<file path="config.mk">
export PLATFORM = sky130hd
export DESIGN_NAME = regfile_wb_ctrl
export DESIGN_NICKNAME = d
export VERILOG_FILES = /design/src/rtl/regfile_wb_ctrl.sv
export SDC_FILE = /design/constraint.sdc
export NUM_CORES = 1
export LEC_CHECK = 0
export CORE_MARGIN = 1
export CORE_UTILIZATION = 30
export DETAILED_ROUTE_END_ITERATION = 7
export PLACE_DENSITY_LB_ADDON = 0.2
export SYNTH_ARGS = -nofsm -noshare
export SYNTH_HDL_FRONTEND = slang
export SYNTH_SLANG_ARGS = --single-unit
</file>
<file path="constraint.sdc">
create_clock -name clk -period 1.9 [get_ports clk]
set_input_delay 0.19 -clock clk [delete_from_list [all_inputs] [get_ports clk]]
set_output_delay 0.19 -clock clk [all_outputs]
set_load 0.05 [all_outputs]
</file>
<file path="src/rtl/regfile_wb_ctrl.sv">
// Register-file writeback controller: issue scoreboard plus an ALU/MEM writeback arbiter
// feeding a single registered write port. Define WB_RR_EN for round-robin arbitration.
module regfile_wb_ctrl (
  input  logic        clk,
  input  logic        rst_n,

  input  logic        issue_valid,
  input  logic [3:0]  issue_rd,
  input  logic [3:0]  issue_rs_a,
  input  logic [3:0]  issue_rs_b,
  output logic        issue_hazard,

  input  logic        alu_valid,
  input  logic [3:0]  alu_rd,
  input  logic [31:0] alu_data,
  output logic        alu_ready,

  input  logic        mem_valid,
  input  logic [3:0]  mem_rd,
  input  logic [31:0] mem_data,
  output logic        mem_ready,

  output logic [3:0]  rf_addr_w,
  output logic [31:0] rf_data_w,
  output logic        rf_write_en,

  output logic [15:0] busy
);

  logic [15:0] r_busy;
  logic [3:0]  r_addr_w;
  logic [31:0] r_data_w;
  logic        r_write_en;

  logic        w_alu_wins;
  logic        w_alu_xfer;
  logic        w_mem_xfer;
  logic        w_xfer;
  logic [3:0]  w_wb_rd;
  logic [31:0] w_wb_data;
  logic        w_issue_acc;
  logic [15:0] w_busy_next;

`ifdef WB_RR_EN
  // Remembers whether MEM took the most recent transfer; reset value makes ALU win first.
  logic r_last_mem;

  always_ff @(posedge clk or negedge rst_n) begin
    if (!rst_n) begin
      r_last_mem <= 1'b1;
    end else if (w_xfer) begin
      r_last_mem <= w_mem_xfer;
    end
  end

  assign w_alu_wins = r_last_mem;
`else
  assign w_alu_wins = 1'b0;
`endif

  assign alu_ready = alu_valid & (~mem_valid | w_alu_wins);
  assign mem_ready = mem_valid & (~alu_valid | ~w_alu_wins);

  assign w_alu_xfer = alu_valid & alu_ready;
  assign w_mem_xfer = mem_valid & mem_ready;
  assign w_xfer     = w_alu_xfer | w_mem_xfer;
  assign w_wb_rd    = w_mem_xfer ? mem_rd   : alu_rd;
  assign w_wb_data  = w_mem_xfer ? mem_data : alu_data;

  assign issue_hazard = issue_valid &
                        (r_busy[issue_rs_a] | r_busy[issue_rs_b] | r_busy[issue_rd]);
  assign w_issue_acc  = issue_valid & ~issue_hazard;

  // Clear applies before set so a same-edge issue to the written register stays busy.
  always_comb begin
    w_busy_next = r_busy;
    if (r_write_en) begin
      w_busy_next[r_addr_w] = 1'b0;
    end
    if (w_issue_acc && (issue_rd != 4'd0)) begin
      w_busy_next[issue_rd] = 1'b1;
    end
    w_busy_next[0] = 1'b0;
  end

  always_ff @(posedge clk or negedge rst_n) begin
    if (!rst_n) begin
      r_busy <= 16'h0000;
    end else begin
      r_busy <= w_busy_next;
    end
  end

  always_ff @(posedge clk or negedge rst_n) begin
    if (!rst_n) begin
      r_write_en <= 1'b0;
      r_addr_w   <= 4'd0;
      r_data_w   <= 32'd0;
    end else if (w_xfer && (w_wb_rd != 4'd0)) begin
      r_write_en <= 1'b1;
      r_addr_w   <= w_wb_rd;
      r_data_w   <= w_wb_data;
    end else begin
      r_write_en <= 1'b0;
    end
  end

  assign busy        = r_busy;
  assign rf_write_en = r_write_en;
  assign rf_addr_w   = r_addr_w;
  assign rf_data_w   = r_data_w;

endmodule

</file>
==> run metrics <==
final setup margin=-0.323 ns; vias after detailed routing=2845; leak pwr=2.02 nW; grt met3 use=7.52%; Async S/R FF share, synth=100%; CP required=1.71 ns; Critical Path Sink Type=output pin; Seq/Total Area, Yosys=45.3%; most used routing layer=met2; grt total ovfl=0; Iter 0 DRT Violations=93; worst reg2reg setup slack=-0.15 ns; Final Hold Slack=0.387 ns; top-level I/O count=145; initial antenna violation count=0; R2R depth=6; failing checks=setup timing; DRC=0; clock buffers created by TritonCTS=5; Final Wtd Congestion=0.833; Gate Count Post-Synth=285; total number of yosys warnings=0; final WL=9180 um; Worst R2R Start=busy[1]; number of flops mapped to enable cells by yosys=0; Cell variety after synth=37; layout cells sized above 1=18.5%; final period utilization=117%; WHS Endpoint=rf_addr_w[0]; Slew HR=59.7%; GRT Util Overall=19.2%; Global Route met2 Usage=32.0%; die area=9980 um^2; Seq cells post-synth=52; result of the run=complete, but fails checks; max cap viols=0; Worst Skew=0.0170 ns; Die Width=99.9 um; WS Path Type=reg2out; critical path fanouts, max=4; setup TNS=-1.24 ns; most common cell in the netlist=dfrtp_1; commonest cells in the netlist=52 x dfrtp_1, 43 x mux2i_1, 37 x nor2_1; Setup-failing EPs final=10; Post-DRT Antenna Nets=0; Pwr Density=1060 nW/um^2; Area growth, synth to finish=69.4%; Antenna Cells=0; first-pass GRT wire length=14900 um; Final Hold Vio Count=0; hpwl dp=7180 um; clk_lat worst skew=0.32 ns; number of global-route vias before repair=2815; startpoint types=register; post-synth top area cell=dfrtp_1; f_max=450 MHz; Syn Area/Cell=10.1 um^2; count of pins over their slew limit=0; initial core utilization=31.1%; layout net count=542; CTS H-tree depth=2; met1 usage=23.4%; synth top area cells=dfrtp_1 45%, mux2i_1 15%, a21oi_1 6.1%; Peak VDD IR=510 uV; Worst Hold Class=in2reg; RSZ-0062 raised after global routing=yes; dominant synthesized flop cell=dfrtp_1; Slew @ Worst Pin=0.604 ns; WP data arrival=2.03 ns; R2R Path End=busy[5]; Yosys top cell area share=45.3%; hold_sp=mem_valid; buffer type at the clock tree root=clkbuf_8; clock buffer depth=2; CTS sink count=52; routed len/inst=15.7 um; core area=9240 um^2; DP Cell Count=571; Layout Cells excl Fill=583; synthesized cell area=2870 um^2; drt pass-1 iters=4; WHS Path Cells=3; Port Buf Inserts=143; post-route cell area=4870 um^2; Clk pin slew, worst setup/hold paths=0.11 ns; placed standard-cell area=4690 um^2; Syn Nets=374; Vias/cell=4.88; Die Y=99.9 um; CTS tree=yes; Period minus WS final=2.22 ns; cell row count=35; Tot Pwr=5.15 mW; largest net degree at the start of global routing=53
-- registers in the layout, summed over array words and instances, names as in the netlist --
signal / count
rf_data_w: 32
busy: 15
rf_addr_w: 4
rf_write_en: 1
-- worst max-delay path by stage --
stage	start	cells past startpoint	slack (ns)	to
final	busy[15]	6	-0.32	issue_hazard
after global routing	busy[15]	6	-0.43	issue_hazard
after CTS	busy[15]	6	-0.33	issue_hazard
after detailed placement	issue_rs_b[1]	6	-0.53	issue_hazard
after global placement	issue_rs_b[1]	6	-0.46	issue_hazard
after floorplan	busy[15]	6	-0.16	issue_hazard
-- metrics by stage --
step                      worst slack [ns]  utilization [%]
after floorplan                     -0.160                -
final                               -0.323             52.7
after detailed placement            -0.526             50.8
after global routing                -0.435             52.7
after CTS                           -0.331             52.6
after global placement              -0.459             50.8
-- repair_timing --
item                                   CTS  global route
setup endpoints to repair               16            19
buffers inserted                         4             0
gates cloned                             0             0
gates resized for setup                 11             5
endpoints found under the hold margin   23             0
pin swaps                                3             0
hold buffers                             1             0
-- area by class of cell --
type                            instances  area (um^2)
Fill cell                             860         4370
Timing Repair Buffer                  180         1740
Multi-Input combinational cell        212         1540
Sequential cell                        52         1320
Tap cell                              129          161
Clock buffer                            5         68.8
Clock inverter                          3         25.0
Inverter                                2         7.51
-- worst max-delay path, stage by stage (launching register included) --
cell and delay, ns:
dfrtp_2 0.46, mux4_2 0.47, nand2b_4 0.14, o211ai_1 0.10, o211ai_1 0.17, o21a_4 0.23
buf_12 0.14
-- placed cells by master, fill, tap and decap left out, types with 4 or more instances in the layout --
cell	n
clkdlybuf4s50_1	131
mux2i_1	43
dfrtp_1	38
nor2_1	37
buf_4	37
a21oi_1	35
o21ai_0	17
dfrtp_2	14
or4_1	8
nand2_1	7
nand2b_1	6
mux4_2	6
nand3_1	6
o21ai_1	6
o31ai_1	5
clkbuf_8	5
nand3b_1	4
o211ai_1	4
buf_12	4
-- routing by layer --
metal / vias to the layer above / routed length, um / share of wire [%]
li1: 1378 / - / -
met1: 1326 / 3750 / 41
met2: 131 / 4350 / 47
met3: 10 / 970 / 11
met4: 0 / 112 / 1.2
met5: - / 0 / 0
-- logic make-up (layout without fill, tap and decap cells) --
kind of cell | count (synthesis) | count (layout) | share of synthesized area [%]
mux | 52 | 52 | 21.1
buf+inv | 21 | 190 | 3.44
other cells | 1 | 1 | 0.130
simple gates | 78 | 78 | 13.5
flops | 52 | 52 | 45.3
compound gates | 81 | 81 | 16.6
-- power by group --
group | internal, mW | switching (mW) | leakage (nW) | total (mW)
registers | 1.38 | 0.262 | 0.588 | 1.64
clock network | 0.270 | 0.416 | 0.0452 | 0.686
logic | 1.18 | 1.64 | 1.39 | 2.82
No activity file was read; power rests on OpenSTA's default activity.
